**config.mk**
```make
export PLATFORM = sky130hd
export DESIGN_NAME = serial_pair_adder_ctrl
export DESIGN_NICKNAME = d
export VERILOG_FILES = /design/src/rtl/serial_adder_pkg.sv /design/src/rtl/serial_pair_adder_ctrl_add2.sv /design/src/rtl/serial_pair_adder_ctrl.sv
export SDC_FILE = /design/constraint.sdc
export NUM_CORES = 1
export LEC_CHECK = 0
export ABC_AREA = 1
export CAP_MARGIN = 10
export CORE_MARGIN = 2
export CORE_UTILIZATION = 50
export DETAILED_ROUTE_END_ITERATION = 16
export MAX_ROUTING_LAYER = met4
export PLACE_DENSITY_LB_ADDON = 0.25
export SLEW_MARGIN = 20
export SYNTH_ARGS = -nofsm -noshare
export SYNTH_HDL_FRONTEND = slang
export SYNTH_HIERARCHICAL = 1
export SYNTH_SLANG_ARGS = --single-unit
```
**constraint.sdc**
```tcl
create_clock -name clk -period 1.8 [get_ports clk]
set_input_delay 0.27 -clock clk [delete_from_list [all_inputs] [get_ports clk]]
set_output_delay 0.27 -clock clk [all_outputs]
set_load 0.005 [all_outputs]
```
**src/rtl/serial_adder_pkg.sv**
```systemverilog
// Shared constants for the serial pair adder.
// State encoding, FSM state type and default operand width.
package serial_adder_pkg;

  localparam int DEFAULT_WIDTH = 8;

  localparam logic [1:0] ST_IDLE = 2'd0;
  localparam logic [1:0] ST_RUN  = 2'd1;
  localparam logic [1:0] ST_DONE = 2'd2;

  typedef enum logic [1:0] {
    IDLE = ST_IDLE,
    RUN  = ST_RUN,
    DONE = ST_DONE
  } state_t;

endpackage

```
**src/rtl/serial_pair_adder_ctrl_add2.sv**
```systemverilog
// add2_slice: combinational 2-bit adder with carry-in.
// Ports: a, b (2b operands), ci (carry in), s (2b sum), co (carry out).
module add2_slice (
  input  logic [1:0] a,
  input  logic [1:0] b,
  input  logic       ci,
  output logic [1:0] s,
  output logic       co
);

  logic [2:0] t;

  assign t  = {1'b0, a} + {1'b0, b} + {2'b00, ci};
  assign s  = t[1:0];
  assign co = t[2];

endmodule

```
**src/rtl/serial_pair_adder_ctrl.sv**
```systemverilog
// Serial adder: one 2-bit slice reused WIDTH/2 cycles, LSB pair first.
// Ports: clk, rst (async high), in_valid/in_ready/op_a/op_b (operand side),
// out_valid/out_ready/sum/cout (result side), busy (RUN or DONE).
// Optional SERIAL_ADDER_SUB_EN adds input sub selecting op_a - op_b.
module serial_pair_adder_ctrl
  import serial_adder_pkg::*;
#(
  parameter int WIDTH = DEFAULT_WIDTH,
  parameter int CNT_W = $clog2(WIDTH / 2) + 1
) (
  input  logic             clk,
  input  logic             rst,
  input  logic             in_valid,
  output logic             in_ready,
  input  logic [WIDTH-1:0] op_a,
  input  logic [WIDTH-1:0] op_b,
`ifdef SERIAL_ADDER_SUB_EN
  input  logic             sub,
`endif
  output logic             out_valid,
  input  logic             out_ready,
  output logic [WIDTH-1:0] sum,
  output logic             cout,
  output logic             busy
);

  generate
    if (WIDTH < 2 || (WIDTH % 2) != 0) begin : g_bad_width
      $error("serial_pair_adder_ctrl: WIDTH must be even and >= 2");
    end
  endgenerate

  localparam logic [CNT_W-1:0] LAST = CNT_W'(WIDTH / 2 - 1);

  state_t           state;
  logic [WIDTH-1:0] a_sh;
  logic [WIDTH-1:0] b_sh;
  logic             carry;
  logic [CNT_W-1:0] cnt;

  logic             sub_mode;
  logic [1:0]       s_res;
  logic             s_co;
  logic [WIDTH-1:0] sum_nxt;

`ifdef SERIAL_ADDER_SUB_EN
  assign sub_mode = sub;
`else
  assign sub_mode = 1'b0;
`endif

  add2_slice u_slice (
    .a  (a_sh[1:0]),
    .b  (b_sh[1:0]),
    .ci (carry),
    .s  (s_res),
    .co (s_co)
  );

  // New pair enters at the MSB end; after WIDTH/2 shifts
  // the first pair has reached bits [1:0].
  assign sum_nxt = WIDTH'({s_res, sum} >> 2);

  always_ff @(posedge clk or posedge rst) begin
    if (rst) begin
      state     <= IDLE;
      a_sh      <= '0;
      b_sh      <= '0;
      carry     <= 1'b0;
      cnt       <= '0;
      sum       <= '0;
      cout      <= 1'b0;
      in_ready  <= 1'b1;
      out_valid <= 1'b0;
      busy      <= 1'b0;
    end else begin
      unique case (1'b1)
        (state == IDLE): begin
          if (in_valid) begin
            a_sh     <= op_a;
            // subtract = add inverted b with carry-in 1
            b_sh     <= op_b ^ {WIDTH{sub_mode}};
            carry    <= sub_mode;
            cnt      <= '0;
            state    <= RUN;
            in_ready <= 1'b0;
            busy     <= 1'b1;
          end
        end
        (state == RUN): begin
          sum   <= sum_nxt;
          carry <= s_co;
          a_sh  <= a_sh >> 2;
          b_sh  <= b_sh >> 2;
          cnt   <= cnt + CNT_W'(1);
          if (cnt == LAST) begin
            cout      <= s_co;
            state     <= DONE;
            out_valid <= 1'b1;
          end
        end
        (state == DONE): begin
          if (out_ready) begin
            state     <= IDLE;
            out_valid <= 1'b0;
            busy      <= 1'b0;
            in_ready  <= 1'b1;
          end
        end
        default: begin
          state     <= IDLE;
          out_valid <= 1'b0;
          busy      <= 1'b0;
          in_ready  <= 1'b1;
        end
      endcase
    end
  end

endmodule

```
# == After elaboration in Yosys (flattened, before gate mapping) ==
# Index checks and enable logic that the tools add are counted.
# totals
word_cells,47
out_inout_bits,12
register_bits,34
# classes
bitwise_logic,2
eq_ne,6
addsub,3
muxes,19
reduce_logical,7
# ops
cell,n
$pmux 8 s2,2
$mux 8,2
$pmux 1 s3,3
$reduce_and 3->1,3
$mux 2,3
$pmux 2 s3,1
$pmux 3 s2,1
$mux 1,5
$ne 2x2->1 const B,2
$reduce_and 2->1,2
$add 2x2->3,1
$add 3x1->3,1
$add 3x1->3 const B,1
$eq 3x2->1 const B,1
$mux 3,1
$eq 2x1->1 const B,1
$eq 2x2->1 const B,1
$logic_not 2->1,1
$ne 2x1->1 const B,1
$not 1->1,2
$pmux 1 s2,1
$reduce_bool 2->1,1

# == Logic depth before layout (Yosys ltp) ==
# Gate-level depths: netlist of run 1.
# depth
depth_word,3
depth_mapped,6

# == Cells and area by module ==
# Netlist of run 1, hierarchy kept.
# modules_own_cells
module,instances,area_per_inst_um2,cells_each
serial_pair_adder_ctrl,1,1545.2,182
add2_slice,1,70.1,10

# == Worst setup path before layout of run 1 ==
# Ideal clock, no wire load.
# synth_timing
path_kind,reg2reg
from,register a_sh[0]
to,register sum[7]
n_path_buf,0
period_less_slack_ps,1506
setup_time_ps,116
arrival_ps,1390
required_time_ps,1684
stages_incl_launch_ff,7
slack_ps,294
path_cell_list,dfrtp_1 > inv_1 > fa_1 > fa_1 > inv_1 > nand2_1 > nand2_1
# synth_between
elab_chain_cells,2
# synth_lines
element,line,text
from (decl),serial_pair_adder_ctrl.sv:36,logic [WIDTH-1:0] a_sh;
from (signal assigned),serial_pair_adder_ctrl.sv:80,a_sh <= op_a;
from (signal assigned),serial_pair_adder_ctrl.sv:93,a_sh <= a_sh >> 2;
$add 2x2->3,serial_pair_adder_ctrl_add2.sv:13,"assign t = {1'b0, a} + {1'b0, b} + {2'b00, ci};"
$add 3x1->3,serial_pair_adder_ctrl_add2.sv:13,
named net s_res[1],serial_pair_adder_ctrl.sv:42,logic [1:0] s_res;
to (signal assigned),serial_pair_adder_ctrl.sv:91,sum <= sum_nxt;
to (decl),serial_pair_adder_ctrl.sv:22,"output logic [WIDTH-1:0] sum,"
# The timed path passes the listed nets, and every way through them passes these cells.
# A chain may end at the register's enable or synchronous reset.

# == Worst setup path after layout of run 1 ==
# layout_timing
from,register in_ready
to,output port in_ready
# layout_rtl
element,line,text
from (decl),serial_pair_adder_ctrl.sv:14,"output logic in_ready,"
from (signal assigned),serial_pair_adder_ctrl.sv:73,in_ready <= 1'b1;
from (signal assigned),serial_pair_adder_ctrl.sv:86,in_ready <= 1'b0;
from (signal assigned),serial_pair_adder_ctrl.sv:107,in_ready <= 1'b1;
# No word-level cell between the ends.

==> results of run 1 <==
## layout make-up
class	instances	area share, %
flip-flops and latches	34	42.6
multi-input cells	116	28.9
repair buffers	35	17.0
inverters	35	6.56
well taps	44	2.75
clock buffers	7	2.25
## where the power goes
part           switching, mW  total [mW]  internal (mW)
clock                  0.234       0.381          0.147
combinational          0.907        1.60          0.696
sequential             0.221        1.34           1.12
## per-layer routing
metal | GRT usage, % | wire length (um)
met1 | 22.5 | 1340
met2 | 37.9 | 1660
met3 | 6.40 | 153
met4 | 6.83 | 48
met5 | - | 0
## cells in the final DEF (no fill, tap or decap)
| cell type | Yosys | final |
|---|---|---|
| nor2_4 | 1 | 1 |
| dfstp_2 | 1 | 1 |
| o21ai_1 | 6 | 6 |
| nor2_1 | 2 | 2 |
| ha_1 | 2 | 2 |
| buf_4 | 5 | 4 |
| nand2_4 | 2 | 2 |
| fa_1 | 2 | 2 |
| clkdlybuf4s50_1 | 0 | 31 |
| a21oi_2 | 1 | 1 |
| clkbuf_4 | 0 | 5 |
| nor2_2 | 1 | 1 |
| clkbuf_1 | 0 | 2 |
| o21ai_0 | 6 | 6 |
| a21oi_1 | 1 | 1 |
| nand2_2 | 1 | 1 |
| o31ai_1 | 1 | 1 |
| inv_2 | 2 | 2 |
| dfrtp_1 | 33 | 33 |
| inv_1 | 33 | 33 |
| nand3_1 | 32 | 32 |
| nand2_1 | 58 | 58 |
## path summary, 6_finish.rpt
kind,start,endpoint,slack [ns],depth (start not counted)
min in group clk,in_ready,in_ready,0.47,2
setup reg to reg,a_sh[0],sum[7],0.24,6
max in group asynchronous,rst,in_ready,1.15,3
hold / removal,rst,sum[1],0.32,3
setup / recovery,in_ready,in_ready,0.17,1
hold reg to reg,in_ready,in_ready,0.47,2
## worst min-delay path, cell delays in order
cell and delay, ns:
clkdlybuf4s50_1 0.39, inv_1 0.05, buf_4 0.37
## kinds of logic (layout without fill, tap and decap cells)
family	count (synthesis)	count (layout)	share of synthesized area (%)
AO/OA/AOI/OAI	15	15	5.03
buffers and inverters	42	77	11.5
adder cells (fa/ha/maj)	4	4	4.03
AND/OR/NAND/NOR	97	97	26.7
flip-flops	34	34	52.7
## sequential cells by signal, summed over array words and instances (netlist names), 2 cells and up
name / cells
sum: 8
a_sh: 8
cnt: 3
state: 2
b_sh: 8
## metrics by stage
| stage | power, mW | utilization [%] |
|---|---|---|
| 2_1_floorplan | 2.45 | - |
| 3_3_place_gp | 2.89 | 64.1 |
| 3_5_place_dp | 2.97 | 64.1 |
| 4_1_cts | 3.36 | 65.6 |
| 5_1_grt | 3.67 | 65.6 |
| 6_report | 3.32 | 65.6 |
==> impl_results.md, run 1 <==
* Status: complete, no violations
* Max incr delay on CP at about 0.54 ns
* Clock buffer depth at 2
* Die height at 60.8 um
* Core ar. at ~0.0031 mm^2
* Final Hold Fails at 0
* Full die area at between 0.003 and 0.004 mm^2
* Die width at ~61 um
* Pin count of the biggest net entering global routing at 35
* GRT Overall Usage at 21.3%
* Cells along the critical path: clkdlybuf4s50_1
* Max VDD drop at between 700 and 800 uV
* Clk sinks at 34
* Number of max-cap violations at 0
* Worst skew pair latency at about 0.33 ns
* Max_slew headroom at between 70% and 80%
* P&R area growth vs syn at 23.9%
* WP buf/inv at 1
* WP data required at between 1.5 and 2 ns
* Yosys warns at 6
* Slowest-stage cell, CP: dfstp_2
* Ratio of cells with drive above 1 in the final layout at under 10%
* Fmax achieved at slightly above 600 MHz
* CTS root buffer: clkbuf_4
* Synthesized cell area at 0.00162 mm^2
* Pre-CTS setup slack at around 0.24 ns
* Ant. Diodes at 0
* Drt via density at between 4 and 5
* Final worst setup slack at between 0.15 and 0.2 ns
* Total Nets Final at roughly 250
* Clock-pin slew on the worst setup and hold paths at approximately 0.090 ns
* TritonCTS clock tree: done
* Lkg Pwr at 1.03 nW
* DRC at 0
* Cell Pwr Density at 1660 mW/mm^2
* Num rows at 20
* Worst hold slack at 0.319 ns
* # hold bufs at CTS at 0
* Sequential cell area at roughly 850 um^2
* Worst hold-check path type: input pin to asynchronous set/reset pin
* Synth area leader: dfrtp_1
* Initial DRT Pass Iterations at 4
* Clock Skew at 0.00304 ns
* Syn Nets at around 220
* Sequential-to-total area share from yosys stat at between 50% and 60%
* Area of the multi-input gates at approximately 580 um^2
* Placed Instance Area at 0.00196 mm^2
* Mean Syn Cell Area at roughly 8.4 um^2
* GR Overflow Total at 0
* Crit path kind: flop to output pin
* Ports at 32
* Tmin final at about 1.6 ns
* Final-layout fill cell count at 280
* Max Slew Vio Count at 0
* Initial Util at a little over half
* Worst-path fanout max at 2
* Worst Tran Pin Value at around 0.42 ns
* Post-synthesis async set-or-reset flop share at between 90% and 100%
* Final TNS setup at 0 ns
* Arrival time at the worst endpoint at between 1 and 1.5 ns
* Vias in the first global route at 1324
* EDFF count, synth at 0
* RSZ-0062 raised after global routing: false
* Total wire length at about 3200 um
* Area contributors post-synth: dfrtp_1 51%, nand2_1 13%, nand3_1 9.9%
* Setup violators final at 0
* Initial antenna violation count at 0
* FF+latch count, synth at 34
* Post-route cell area at ~0.002 mm^2
* Vias at about 1300
* Iteration-0 DRC count of the detailed router at 46
* First-pass GRT wire length at 5510 um
* Post-synth top cells: 58 x nand2_1, 33 x dfrtp_1, 33 x inv_1
* PortBufs at 31
* Post-Synthesis Cells at 192
* CP delay by family, top: flip-flops
* Dpl cells at 264
* Non-filler cells, final at between 200 and 300
* Primary FF master, synth: dfrtp_1
* Post-CTS setup buffers at 0
* Total CTS buffers at 5
* Drt wl/cell at about 12 um
* Period utilization at roughly nine tenths
* Post-synth cell types at 21
* CP endpoint kind: output pin
* Placed wire-length estimate at 2390 um
* RePlAce Congestion at 0.806
* Count leader, synth: nand2_1
* Worst Setup Start Kind: flop
* PostCTS Resize Cnt at 0
* Top-area cell type share of the netlist area at 51.1%
* Htree depth at 2
* Antenna-violating nets left at 0
Note: power is estimated with default switching activity, not from simulation.
==> inputs of run 2 (changes only) <==
CORE_UTILIZATION = 61   (was 50)
DONT_BUFFER_PORTS = 1   (was not set)
==> run 2 against run 1 <==
Register-to-register slack lost 0.03 ns. Worst setup slack gained 0.046 ns. Via count shrank 7.8%. Cell count shrank 15%. Routed wire length shrank 6.9%. Core utilization grew 2.7 points. Sequential cell count is the same. Critical path depth grew 5. Combinational power shrank 16%.
==> impl_results.md, run 2 (same netlist as run 1, synthesis figures left out) <==
* PortBufs at 0 (was 31)
* Placed wire-length estimate at 2220 um (was 2390 um)
* Initial antenna violation count at 0 (unchanged)
* Drt via density at 5.37 (was 4.92)
* Worst skew pair latency at 0.33 ns (about the same)
* Initial DRT Pass Iterations at 4 (unchanged)
* DRC at 0 (unchanged)
* Final Hold Fails at 0 (unchanged)
* CTS root buffer: clkbuf_4 (unchanged)
* GR Overflow Total at 0 (unchanged)
* Drt wl/cell at 13.0 um (was 11.8 um)
* Clock buffer depth at 2 (unchanged)
* Number of max-cap violations at 0 (unchanged)
* R2r worst-path depth at 6 (unchanged)
* First-pass GRT wire length at 5200 um (was 5510 um)
* Worst Setup Start Kind: flop (unchanged)
* Ratio of cells with drive above 1 in the final layout at 10.6% (was 7.93%)
* Worst Tran Pin Value at 0.424 ns (was 0.425 ns)
* PostCTS Resize Cnt at 0 (unchanged)
* Ports at 32 (unchanged)
* RSZ-0062 raised after global routing: false (unchanged)
* Commonest cells after routing, fill and taps aside: 58 x nand2_1, 33 x inv_1, 33 x dfrtp_1 (unchanged)
* Max Slew Vio Count at 0 (unchanged)
* Status: complete, no violations (unchanged)
* Clk sinks at 34 (unchanged)
* Total CTS buffers at 5 (unchanged)
* Clock Skew at 0.00503 ns (was 0.00304 ns)
* CP endpoint kind: flop (was output pin)
* Fmax achieved at 629 MHz (was 612 MHz)
* Total wire length at 2980 um (was 3200 um)
* Final-layout fill cell count at 209 (was 280)
* Die height at 55.5 um (was 60.8 um)
* Vias in the first global route at 1250 (was 1324)
* Global Route met2 Usage at 38.6% (was 37.9%)
* Crit path kind: flop to flop (was flop to output pin)
* Setup violators final at 0 (unchanged)
* Initial Util at 64.6% (was 52.9%)
* GRT Overall Usage at 22.3% (was 21.3%)
* Core ar. at 0.00250 mm^2 (was 0.00305 mm^2)
* Die width at 55.5 um (was 60.8 um)
* Cell Pwr Density at 1840 mW/mm^2 (was 1660 mW/mm^2)
* Commonest non-fill, non-tap cell in the layout: nand2_1 (unchanged)
* Dpl cells at 220 (was 264)
* Worst hold path depth at 1
* Biggest regs: a_sh (8), b_sh (8), sum (8) (unchanged)
* Full die area at 0.00308 mm^2 (was 0.00370 mm^2)
* M1 GR Usage at 23.4% (was 22.5%)
* Grt peak-use layer: met2 (unchanged)
* Max VDD drop at 1320 uV (was 749 uV)
* Non-filler cells, final at 229 (was 271)
* Period utilization at 88.3% (was 90.8%)
* WP data required at 2.04 ns (was 1.53 ns)
* Pin count of the biggest net entering global routing at 35 (unchanged)
* RePlAce Congestion at 0.845 (was 0.806)
* Worst-path fanout max at 2 (unchanged)
* Clock-pin slew on the worst setup and hold paths at 0.10 ns (was 0.09 ns)
* Final TNS setup at 0 ns (unchanged)
* Num rows at 18 (was 20)
* Iteration-0 DRC count of the detailed router at 30 (was 46)
* Placed Instance Area at 0.00164 mm^2 (was 0.00196 mm^2)
* Tmin final at 1.59 ns (was 1.63 ns)
* Final Util at 68.3% (was 65.6%)
* Max_slew headroom at 71.7% (about the same)
* Vias at 1230 (was 1334)
* TritonCTS clock tree: done (unchanged)
* Antenna-violating nets left at 0 (unchanged)
* Lkg Pwr at 0.927 nW (was 1.03 nW)
* P&R area growth vs syn at 5.65% (was 23.9%)
* Arrival time at the worst endpoint at 1.83 ns (was 1.36 ns)
* Ant. Diodes at 0 (unchanged)
* Grt met3 use at 7.26% (was 6.40%)
* Post-route cell area at 0.00171 mm^2 (was 0.00200 mm^2)
* Total Nets Final at 222 (was 251)
* Worst hold-check path type: input pin to flop (was input pin to asynchronous set/reset pin)
* Htree depth at 2 (unchanged)
-- run 2: metal layers --
| metal | up-vias | share of wire [%] |
|---|---|---|
| met3 | 8 | 4.6 |
| met5 | - | 0 |
| met1 | 588 | 39 |
| li1 | 604 | - |
| met2 | 30 | 54 |
| met4 | 0 | 1.7 |
-- run 2: stage by stage --
stage	hold WS, ns	setup slack, ns	power [mW]
3_5_place_dp	0.275	0.208	2.75
3_3_place_gp	0.268	0.280	2.64
4_1_cts	0.00932	0.198	3.19
2_1_floorplan	0.368	0.294	2.45
6_report	0.0235	0.211	3.15
5_1_grt	0.0107	0.134	3.47
-- run 2: cell type report --
cell class                 instances  area, um^2  share of cell area, %
tap                               30        37.5                   2.20
clock buffer                       7        55.1                   3.23
multi-input combinational        116         578                   33.9
timing repair buffer               6        47.5                   2.79
sequential                        34         852                   49.9
inverter                          35         131                   7.70
clock inverter                     1        5.00                  0.293
-- run 2: timing repair --
| action | CTS | global route |
|---|---|---|
| hold buffers | 1 | 0 |
| buffers inserted | 0 | 0 |
| hold endpoints to repair | 33 | 0 |
-- run 2: path summary, 6_finish.rpt --
kind | slack, ns | start | to
worst min-delay path | 0.02 | out_ready | state[1]
worst max register to register | 0.21 | a_sh[0] | sum[7]
worst min register to register | 0.49 | in_ready | in_ready
min in group asynchronous | 0.46 | rst | sum[0]
worst max-delay path | 0.21 | a_sh[0] | sum[7]
max in group asynchronous | 1.01 | rst | in_ready
-- run 2: critical path: stages (launching register included) --
cell and delay [ns]:
dfrtp_1 0.35, inv_1 0.06, fa_1 0.45, fa_1 0.50, inv_1 0.04, nand2_1 0.05, nand2_1 0.04
-- run 2: where the power goes --
part	total [mW]	leakage, nW	switching [mW]	internal (mW)
clock	0.436	0.0353	0.247	0.189
sequential	1.37	0.422	0.250	1.12
combinational	1.34	0.470	0.844	0.498
==> inputs of run 3 (changes only) <==
CORE_ASPECT_RATIO = 0.8   (was not set)
==> run 3 against run 2 <==
Sequential share of layout area grew 0.18 points. Largest cell class unchanged. Cell count grew 1.7%. Combinational power is essentially flat. Global-route usage grew 1.1 points. Count of clock-buffer cells in the layout grew 1. Sequential power is essentially flat. Routed wire length grew 3.7%. Fmax shrank 0.31%. Critical path type unchanged. Core utilization grew 0.23 points.
==> impl_results.md, run 3 (same netlist as run 1, synthesis figures left out) <==
* Status: complete, no violations (unchanged)
* Clk sinks at 34 (unchanged)
* Ports at 32 (unchanged)
* Antenna-violating nets left at 0 (unchanged)
* RePlAce Congestion at 0.845 (about the same)
* Num rows at 16 (was 18)
* Setup violators final at 0 (unchanged)
* PortBufs at 0 (unchanged)
* Slowest-stage cell, CP: fa_1 (unchanged)
* Lkg Pwr at 0.913 nW (was 0.927 nW)
* Worst Setup Start Kind: flop (unchanged)
* Clock Skew at 0.00611 ns (was 0.00503 ns)
* Ant. Diodes at 0 (unchanged)
* Worst skew pair latency at 0.34 ns (was 0.33 ns)
* Worst Tran Pin Value at 0.571 ns (was 0.424 ns)
* WP data required at 2.04 ns (about the same)
* Commonest cells after routing, fill and taps aside: 58 x nand2_1, 33 x inv_1, 33 x dfrtp_1 (unchanged)
* Total Nets Final at 220 (was 222)
* Clock-pin slew on the worst setup and hold paths at 0.10 ns (about the same)
* Tmin final at 1.59 ns (about the same)
* Die height at 50.0 um (was 55.5 um)
* Initial antenna violation count at 0 (unchanged)
* Max VDD drop at 861 uV (was 1320 uV)
* Initial Util at 65.1% (was 64.6%)
* Pin count of the biggest net entering global routing at 27 (was 35)
* Final-layout fill cell count at 209 (unchanged)
* Placed wire-length estimate at 2210 um (was 2220 um)
* Total CTS buffers at 5 (unchanged)
* Final Util at 68.5% (was 68.3%)
* Cells along the critical path: inv_1, fa_1, fa_1, inv_1, nand2_1, nand2_1 (unchanged)
* Max incr delay on CP at 0.50 ns (about the same)
* Final Hold Fails at 0 (unchanged)
* Max Slew Vio Count at 0 (unchanged)
* Initial DRT Pass Iterations at 4 (unchanged)
* Htree depth at 2 (unchanged)
* Cell Pwr Density at 1820 mW/mm^2 (was 1840 mW/mm^2)
* Die width at 61.5 um (was 55.5 um)
* Arrival time at the worst endpoint at 1.84 ns (was 1.83 ns)
* Clock buffer depth at 2 (unchanged)
* Final worst setup slack at 0.206 ns (was 0.211 ns)
* Commonest non-fill, non-tap cell in the layout: nand2_1 (unchanged)
* GR Overflow Total at 0 (unchanged)
* P&R area growth vs syn at 5.27% (was 5.65%)
* CP endpoint kind: flop (unchanged)
* Drt wl/cell at 13.2 um (was 13.0 um)
* Period utilization at 88.6% (was 88.3%)
* Final TNS setup at 0 ns (unchanged)
* Drt via density at 5.24 (was 5.37)
* Iteration-0 DRC count of the detailed router at 82 (was 30)
* First-pass GRT wire length at 5020 um (was 5200 um)
* CTS root buffer: clkbuf_4 (unchanged)
* RSZ-0062 raised after global routing: false (unchanged)
* GRT Overall Usage at 23.4% (was 22.3%)
* DRC at 0 (unchanged)
* Core ar. at 0.00248 mm^2 (was 0.00250 mm^2)
* Worst hold-check path type: input pin to flop (unchanged)
* Total wire length at 3090 um (was 2980 um)
* Full die area at 0.00308 mm^2 (about the same)
* Worst hold slack at 0.0374 ns (was 0.0235 ns)
* Max_slew headroom at 61.9% (was 71.7%)
* Ratio of cells with drive above 1 in the final layout at 8.63% (was 10.6%)
* Vias at 1222 (was 1230)
* Vias in the first global route at 1167 (was 1250)
* Biggest regs: a_sh (8), b_sh (8), sum (8) (unchanged)
* Worst R2R Setup Slack at 0.21 ns (about the same)
* Pre-CTS setup slack at 0.211 ns (was 0.208 ns)
* Worst-path fanout max at 2 (unchanged)
* Crit path kind: flop to flop (unchanged)
* Number of max-cap violations at 0 (unchanged)
* Power consumption at 3.09 mW (was 3.15 mW)
* TritonCTS clock tree: done (unchanged)
* Fmax achieved at 627 MHz (was 629 MHz)
-- run 3: through the flow --
stage               std cells  instance area [um^2]
floorplan                 192                  1620
global placement          224                  1640
detailed placement        224                  1640
CTS                       233                  1700
global route              233                  1700
finish                    233                  1700
-- run 3: report_power, final --
group | internal [mW] | total (mW) | switching, mW
clock network | 0.156 | 0.400 | 0.244
registers | 1.12 | 1.36 | 0.239
logic | 0.462 | 1.33 | 0.867
total | 1.74 | 3.09 | 1.35
-- run 3: metal layers --
layer	track usage, %	wire [um]	part of all wire (%)
met5	-	0	0
met2	35.8	1500	49
met3	5.77	165	5.3
met4	12.1	97	3.1
met1	28.3	1330	43
-- run 3: worst paths after layout --
| path | from | endpoint | depth (start not counted) |
|---|---|---|---|
| min in group asynchronous | rst | b_sh[7] | 2 |
| min reg2reg | in_ready | in_ready | 2 |
| min | op_b[7] | b_sh[7] | 2 |
| max in group asynchronous | rst | a_sh[3] | 3 |
| max | a_sh[0] | sum[7] | 6 |
| max reg2reg | a_sh[0] | sum[7] | 6 |
-- run 3: final cells by class --
type | count | area, um^2 | area share (%)
Sequential cell | 34 | 852 | 50.1
Multi-Input combinational cell | 116 | 578 | 34.0
Inverter | 35 | 131 | 7.73
Clock buffer | 8 | 48.8 | 2.87
Timing Repair Buffer | 4 | 45.0 | 2.65
Tap cell | 36 | 45.0 | 2.65
-- run 3: timing repair --
item / 4_1_cts / 5_1_grt
hold buffers: 1 / 0
setup buffers: 0 / 0
gates resized for setup: 0 / 0
hold endpoints to repair: 11 / 0
endpoints found under the setup margin: 0 / 0
-- run 3: worst max-delay path: cells and delay by family (launching register included) --
family | cells | cell delay [ns]
fa+ha+maj | 2 | 0.93
buf+inv | 2 | 0.11
flops | 1 | 0.35
simple gates | 2 | 0.10
